File: config.mk
export PLATFORM = sky130hd
export DESIGN_NAME = dmg_timer
export DESIGN_NICKNAME = d
export VERILOG_FILES = /design/src/rtl/dmg_timer.sv
export SDC_FILE = /design/constraint.sdc
export NUM_CORES = 1
export LEC_CHECK = 0
export CAP_MARGIN = 20
export CORE_MARGIN = 8
export CORE_UTILIZATION = 30
export DETAILED_ROUTE_END_ITERATION = 7
export GPL_ROUTABILITY_DRIVEN = 0
export PLACE_DENSITY = 0.46
export REMOVE_ABC_BUFFERS = 1
export SLEW_MARGIN = 20
export SYNTH_ARGS = -nofsm -noshare
export SYNTH_HDL_FRONTEND = slang
export SYNTH_SLANG_ARGS = --single-unit
File: constraint.sdc
create_clock -name clk -period 3.2 [get_ports clk]
set_clock_uncertainty 0.2 [all_clocks]
set_input_delay 0.64 -clock clk [delete_from_list [all_inputs] [get_ports clk]]
set_output_delay 0.64 -clock clk [all_outputs]
set_load 0.01 [all_outputs]
File: src/rtl/dmg_timer.sv
// DMG timer/divider block (FF04-FF07): free-running 16-bit divider, DIV/TIMA/TMA/TAC
// registers, delayed TMA reload after TIMA overflow and a one-clock timer interrupt pulse.
module dmg_timer #(
    parameter int unsigned RELOAD_DELAY = 4
) (
    input  logic       clk,
    input  logic       res,
    input  logic [1:0] addr,
    input  logic       sel,
    input  logic       wr,
    input  logic [7:0] din,
    output logic [7:0] dout,
    output logic       irq
);

    typedef enum logic [1:0] {
        REG_DIV  = 2'd0,
        REG_TIMA = 2'd1,
        REG_TMA  = 2'd2,
        REG_TAC  = 2'd3
    } reg_e;

    localparam logic [2:0] RELOAD_INIT = 3'(RELOAD_DELAY);

    logic [15:0] cnt_q,    cnt_d;
    logic [7:0]  tima_q,   tima_d;
    logic [7:0]  tma_q,    tma_d;
    logic [2:0]  tac_q,    tac_d;
    logic        tick_q,   tick_d;
    logic [2:0]  reload_q, reload_d;
    logic        irq_q,    irq_d;

    logic       wr_div, wr_tima, wr_tma, wr_tac;
    logic       tap_bit;
    logic       tick_fall;
    logic       reload_edge;
    logic [8:0] tima_inc;

    // Divider tap for the selected TIMA input frequency.
    function automatic logic tap_of(input logic [15:0] cnt, input logic [1:0] rate);
        logic bit_sel;
        case (rate)
            2'd0:    bit_sel = cnt[9];
            2'd1:    bit_sel = cnt[3];
            2'd2:    bit_sel = cnt[5];
            default: bit_sel = cnt[7];
        endcase
        return bit_sel;
    endfunction

    always_comb begin
        wr_div  = sel & wr & (addr == REG_DIV);
        wr_tima = sel & wr & (addr == REG_TIMA);
        wr_tma  = sel & wr & (addr == REG_TMA);
        wr_tac  = sel & wr & (addr == REG_TAC);
    end

    // The next tick is evaluated against the new divider value but the current TAC,
    // so a DIV write glitches TIMA on its own edge and a TAC write one edge later.
    always_comb begin
        cnt_d     = wr_div ? 16'h0000 : cnt_q + 16'd1;
        tac_d     = wr_tac ? din[2:0] : tac_q;
        tma_d     = wr_tma ? din : tma_q;
        tap_bit   = tap_of(cnt_d, tac_q[1:0]);
        tick_d    = tac_q[2] & tap_bit;
        tick_fall = tick_q & ~tick_d;
        tima_inc  = {1'b0, tima_q} + 9'd1;
    end

    always_comb begin
        reload_edge = (reload_q == 3'd1);
        tima_d      = tima_q;
        irq_d       = 1'b0;
        reload_d    = (reload_q != 3'd0) ? reload_q - 3'd1 : 3'd0;

        if (reload_edge) begin
            // The reload edge takes TMA including a same-edge TMA write; TIMA writes lose.
            tima_d = tma_d;
            irq_d  = 1'b1;
        end else if (wr_tima) begin
            tima_d   = din;
            reload_d = 3'd0;
        end else if (tick_fall) begin
            tima_d = tima_inc[7:0];
            if (tima_inc[8]) begin
                reload_d = RELOAD_INIT;
            end
        end
    end

    always_ff @(posedge clk or posedge res) begin
        if (res) begin
            cnt_q    <= 16'h0000;
            tima_q   <= 8'h00;
            tma_q    <= 8'h00;
            tac_q    <= 3'b000;
            tick_q   <= 1'b0;
            reload_q <= 3'd0;
            irq_q    <= 1'b0;
        end else begin
            cnt_q    <= cnt_d;
            tima_q   <= tima_d;
            tma_q    <= tma_d;
            tac_q    <= tac_d;
            tick_q   <= tick_d;
            reload_q <= reload_d;
            irq_q    <= irq_d;
        end
    end

    always_comb begin
        case (addr)
            REG_DIV:  dout = cnt_q[15:8];
            REG_TIMA: dout = tima_q;
            REG_TMA:  dout = tma_q;
            default:  dout = {5'b11111, tac_q};
        endcase
    end

    assign irq = irq_q;

endmodule

==> impl_metrics.csv, run 1 <==
group,metric,value,unit
routing,met3WireLength,172,um
routing,wl_met1,2990,um
layout,layout.nets,284,
floorplan,die-area,10600,um2
min_path,min_path_type,"flip-flop to flip-flop",
routing,first_pass_iters,4,
layout,drive_above_1_share,20.2,%
floorplan,io_pins,23,
routing,drt.antenna.violating_nets,0,
synthesis,postSynth.asyncResetShare,100,%
critical_path,cp-end-kind,"output pin",
clock_network,clockRootBuffer,"clkbuf_8",
timing,whs,285,ps
clock_network,cts_tree,"built",
pwr,power_leakage,1.16,nW
pwr,p_switching,0.603,mW
clock_network,clk_path_buf_depth,2,
timing,max_freq,320,MHz
pwr,pwr-share-seq,45.9,%
synthesis,synth_cells,228,
critical_path,arrival,2280,ps
pwr,pwr-share-clk,20.6,%
clock_network,htree_levels,2,
global_route,overflow,0,
timing,setup_viol,0,
critical_path,start_kind,"input port",
placed_design,port_buffers,22,
synthesis,synth_area_per_cell,10.0,um2
synthesis,yosysSeqAreaShare,43.9,%
floorplan,core_area,7290,um2
global_route,first_global_vias,1787,
routing,via_per_inst,4.93,
routing,wl_per_cell,16.0,um
layout,area_growth,23.3,%
synthesis,synth.distinct_cells,48,
timing,final_hold_viol_count,0,
timing,final_max_slew_viol_count,0,
critical_path,reg2reg_to,"tima_q[3]$_DFFE_PP0P_",
min_path,hold_depth,1,
floorplan,dieHeight,103,um
synthesis,synth_area,2280,um2
layout,antenna_cells,0,
clock_network,clk_latency,290,ps
clock_network,cts_hold_buffers,0,
routing,drc_errors,0,
run,cap_violations,0,
floorplan,row_count,31,
critical_path,rr_startpoint,"cnt_q[2]$_DFF_PP0_",
synthesis,synth_top_area_share,43.9,%
synthesis,ys_top_cells_by_count,"dfrtp_1, nand2_1, nor2_1",
floorplan,die_x,103,um
global_route,antenna_found_initial,0,
timing,grt_setup_unrepaired,"false",
clock_network,cts_buffers,5,
synthesis,synth_warnings,0,
min_path,hp-start,"reload_q[0]$_DFF_PP0_",
placed_design,place_area,2710,um2
synthesis,synth_top_flop_cell,"dfrtp_1",
synthesis,synth-seq-cells,40,
layout,fin_area,2810,um2
critical_path,r2r_cells,7,
routing,top_layer_used,"met4",
synthesis,yosysMostFrequentCell,"dfrtp_1",
critical_path,crit_type,"input port to output pin",
timing,finalCriticalPeriod,3120,ps
synthesis,synth_area_leaders,"dfrtp_1, mux2_2, nand2_1, nor2_1, mux4_2",
pwr,p_int,1.11,mW
timing,worst_pin_slew,524,ps
timing,post-route-period-util,97.5,%
routing,num_vias,1805,
critical_path,cp_max_fo,7,
global_route,grt_usage,11.9,%
routing,routed_wl,5850,um
clock_network,clkSlewWorstSetupHoldPaths,80,ps
pwr,switching_share,35.2,%
critical_path,regToRegSetupSlack,690,ps
placed_design,dp_hpwl,4420,um
min_path,hold-path-endpoint,"reload_q[0]$_DFF_PP0_",
timing,maxSlewHeadroom,65.1,%
global_route,grt_max_degree,41,
global_route,grt_pass1_wl,9650,um
pwr,power_density,610,nW/um2
clock_network,cts.sinks,40,
pwr,p_comb_share,33.5,%
floorplan,start_util,31.3,%
timing,setup_tns,0,ps
synthesis,synth_largest_area_cell,"dfrtp_1",
pwr,vdd_ir_drop_max,0.268,mV
run_status,run_status,"finished clean",
routing,drt_iter0_markers,84,
routing,wl_met2,2660,um
synthesis,synth_edf_count,0,
critical_path,crit_required,2360,ps
-- layout make-up --
| class | count | area, um2 |
|---|---|---|
| multi-input combinational | 170 | 1210 |
| sequential | 40 | 1000 |
| fill | 771 | 4480 |
| timing repair buffer | 39 | 349 |
| clock buffer | 8 | 90.1 |
| tap | 99 | 124 |
| inverter | 10 | 37.5 |
-- worst max-delay path, stage by stage --
cell,delay [ps]
clkdlybuf4s50_1,500
buf_4,170
buf_4,160
mux4_2,300
clkdlybuf4s50_1,500
-- per-layer routing --
layer  up-vias  track usage, %
met2        18            18.2
met1       877            16.5
li1        908               -
met3         2            2.68
met5         -               0
met4         0            2.67
-- flip-flops by register name (all words and copies together) (netlist names) --
signal    cells
tma_q         8
tac_q         3
tima_q        8
reload_q      3
irq           1
tick_q        1
cnt_q        16
-- power by group through the flow --
stage                     Clock [mW]  Sequential, mW  Combinational (mW)
after floorplan                    0           0.738               0.403
after global placement             0           0.791               0.581
after detailed placement           0           0.791               0.585
after CTS                      0.370           0.783               0.586
after global routing           0.380           0.810               0.648
final                          0.354           0.786               0.574
-- timing repair --
item                                    in CTS  in global routing
resized for setup                            4                  0
endpoints found under the setup margin       8                  0
buffers inserted                             0                  0
-- kinds of logic after synthesis --
logic type,share of synthesized area (%)
AO/OA/AOI/OAI,14.5
XOR/XNOR,3.84
adder cells (fa/ha/maj),2.20
buffers and inverters,3.02
flip-flops,43.9
multiplexers,12.3
AND/OR/NAND/NOR,20.1
-- layout by cell type (no fill, tap or decap), drive strengths merged, types with 3 or more instances in the layout --
cell / synthesis / layout
a21oi: 11 / 11
nor2: 21 / 21
clkdlybuf4s50: 0 / 20
or3: 7 / 7
xnor2: 4 / 4
ha: 4 / 4
xor2: 6 / 6
o21ai: 15 / 15
nand3: 13 / 13
buf: 5 / 17
mux2: 19 / 19
o31ai: 3 / 3
nand2: 22 / 22
or4: 5 / 5
dfrtp: 40 / 40
inv: 10 / 10
o22a: 5 / 5
nand4: 5 / 5
clkbuf: 3 / 8
or2: 3 / 3
mux4: 3 / 3
-- worst max path at each step --
| stage | start | cells after the start | endpoint |
|---|---|---|---|
| 6_report | addr[1] | 5 | dout[1] |
| 5_1_grt | addr[1] | 5 | dout[1] |
| 4_1_cts | addr[1] | 5 | dout[1] |
| 3_5_place_dp | addr[0] | 5 | dout[3] |
| 3_3_place_gp | addr[0] | 4 | dout[1] |
| 2_1_floorplan | addr[0] | 7 | tima_q[6]$_DFFE_PP0P_ |
-- metrics by stage --
stage / total power [mW] / setup WS (ps) / utilization, % / instances
final: 1.71 / 79.7 / 38.6 / 366
after CTS: 1.74 / 44.1 / 38.6 / 366
after global routing: 1.84 / 12.2 / 38.6 / 366
after detailed placement: 1.38 / -50.1 / 37.2 / 357
after floorplan: 1.14 / 423 / - / 220
after global placement: 1.37 / -52.9 / 37.2 / 357
(Power assumes the default switching activity.)
==> run 2: changes to the inputs <==
--- a/config.mk
+++ b/config.mk
@@ -7,10 +7,10 @@
 export LEC_CHECK = 0
 export CAP_MARGIN = 20
 export CORE_MARGIN = 8
-export CORE_UTILIZATION = 30
+export CORE_UTILIZATION = 55
 export DETAILED_ROUTE_END_ITERATION = 7
 export GPL_ROUTABILITY_DRIVEN = 0
-export PLACE_DENSITY = 0.46
+export PLACE_DENSITY = 0.76
 export REMOVE_ABC_BUFFERS = 1
 export SLEW_MARGIN = 20
 export SYNTH_ARGS = -nofsm -noshare
==> constraint.sdc (replaced) <==
create_clock -name clk -period 4 [get_ports clk]
set_clock_uncertainty 0.2 [all_clocks]
set_input_delay 0.8 -clock clk [delete_from_list [all_inputs] [get_ports clk]]
set_output_delay 0.8 -clock clk [all_outputs]
set_load 0.01 [all_outputs]
==> run 2 against run 1 <==
Net effect: via count increased by 2.4%; worst hold slack improved by 21 ps; largest power group unchanged; utilization increased by 28 points; critical path depth unchanged; largest cell class unchanged; worst setup slack improved by 220 ps; critical endpoint is now dout[3].
==> impl_metrics.csv, run 2 (synthesized netlist as in run 1, its figures left out) <==
group,metric,value,unit
run_status,run_status,"finished clean",
timing,finalCriticalPeriod,3700,ps
layout,fin_area,2670,um2
floorplan,core_area,4000,um2
timing,worst_pin_slew,836,ps
layout,drive_above_1_share,16.8,%
timing,max_freq,270,MHz
critical_path,worst-path-buf-inv,3,
timing,fin_ws,302,ps
pwr,pwr-share-seq,46.2,%
pwr,switching_share,35.3,%
layout,final_common_cell,"dfrtp_1",
pwr,p_comb_share,33.0,%
routing,via_per_inst,6.04,
clock_network,clockRootBuffer,"clkbuf_8",
layout,reg_top3,"cnt_q x16, tima_q x8, tma_q x8",
critical_path,cp_slowest_stage_delay,670,ps
layout,instances_no_fill,306,
pwr,p_switching,0.477,mW
timing,whs,305,ps
floorplan,die-area,6460,um2
layout,final_cell_mix,"dfrtp_1, clkdlybuf4s50_1, nand2_1",
placed_design,dp_hpwl,4000,um
layout,layout.nets,273,
layout,area_growth,17.0,%
routing,num_vias,1848,
pwr,power,1.35,mW
routing,drt.antenna.violating_nets,0,
timing,final_hold_viol_count,0,
clock_network,clkSlewWorstSetupHoldPaths,80,ps
routing,drc_errors,0,
clock_network,clk_path_buf_depth,2,
global_route,grt_pass1_wl,8940,um
routing,drt_iter0_markers,77,
routing,wl_per_cell,17.4,um
floorplan,row_count,23,
layout,antenna_cells,0,
floorplan,die_x,80.4,um
layout,largest_reg_flops,16,
floorplan,start_util,57.0,%
min_path,min_path_type,"flip-flop to flip-flop",
run,cap_violations,0,
critical_path,crit_type,"input port to output pin",
timing,setup_viol,0,
pwr,power_leakage,1.10,nW
critical_path,cp_max_fo,8,
clock_network,htree_levels,2,
placed_design,place_area,2580,um2
pwr,p_int,0.873,mW
placed_design,pre_cts_ws,296,ps
pwr,vdd_ir_drop_max,0.357,mV
timing,grt_setup_unrepaired,"false",
clock_network,cts.sinks,40,
clock_network,post_cts_resized,0,
global_route,antenna_found_initial,0,
global_route,grt_usage,17.7,%
floorplan,dieHeight,80.4,um
critical_path,crit_path_top_delay_cell,"clkdlybuf4s50_1",
routing,first_pass_iters,4,
layout,final_util,66.7,%
clock_network,cts_hold_buffers,0,
global_route,overflow,0,
clock_network,post_cts_buffers,0,
critical_path,arrival,2700,ps
layout,fill_cells,296,
critical_path,path_cells,"clkdlybuf4s50_1, buf_4, mux2_2, o22a_1, clkdlybuf4s50_1",
critical_path,cp_top_family,"buffers and inverters",
layout,top_register,"cnt_q",
timing,maxSlewHeadroom,44.2,%
timing,setup_tns,0,ps
clock_network,cts_buffers,5,
critical_path,cp-end-kind,"output pin",
pwr,power_density,506,nW/um2
timing,post-route-period-util,92.4,%
pwr,pwr-share-clk,20.8,%
clock_network,clk_latency,300,ps
global_route,grt_max_degree,22,
routing,routed_wl,5320,um
floorplan,io_pins,23,
critical_path,crit_required,3000,ps
critical_path,start_kind,"input port",
placed_design,place_inst,298,
global_route,first_global_vias,1890,
timing,final_max_slew_viol_count,0,
clock_network,cts_tree,"built",
critical_path,path_common_cell,"clkdlybuf4s50_1",
placed_design,port_buffers,22,
==> run 2: cell count changes in the layout (fill, tap and decap cells not counted), sizes merged <==
| cell | delta |
|---|---|
| dlygate4sd2 | -2 |
| buf | -11 |
| clkdlybuf4s50 | +2 |
==> run 2: layout make-up <==
class / instances / area, um2 / share of cell area [%]
clock buffers: 8 / 90.1 / 3.38
repair buffers: 28 / 265 / 9.95
well taps: 50 / 62.6 / 2.35
inverters: 10 / 37.5 / 1.41
flip-flops and latches: 40 / 1000 / 37.5
multi-input cells: 170 / 1210 / 45.4
==> run 2: final timing paths <==
kind	start	end	slack [ps]	cells past startpoint
min in group asynchronous	res	cnt_q[4]$_DFF_PP0_	760	2
min reg2reg	reload_q[0]$_DFF_PP0_	reload_q[0]$_DFF_PP0_	310	1
max	addr[0]	dout[3]	300	5
max reg2reg	cnt_q[2]$_DFF_PP0_	tima_q[1]$_DFFE_PP0P_	1350	7
min	reload_q[0]$_DFF_PP0_	reload_q[0]$_DFF_PP0_	310	1
max in group asynchronous	res	tma_q[4]$_DFF_PP0_	2040	3
==> run 2: power groups by stage <==
stage | clock, mW | sequential [mW] | combinational (mW)
after global routing | 0.304 | 0.640 | 0.495
after detailed placement | 0 | 0.628 | 0.441
after global placement | 0 | 0.623 | 0.426
after CTS | 0.285 | 0.621 | 0.447
final | 0.281 | 0.623 | 0.446
after floorplan | 0 | 0.590 | 0.323
==> run 2: metal layers <==
metal	GRT usage (%)	part of all wire, %	vias up
met5	0	0	-
met4	6.00	1.7	0
met3	4.69	3.9	11
met2	30.2	50	39
met1	21.0	44	911
li1	-	-	887
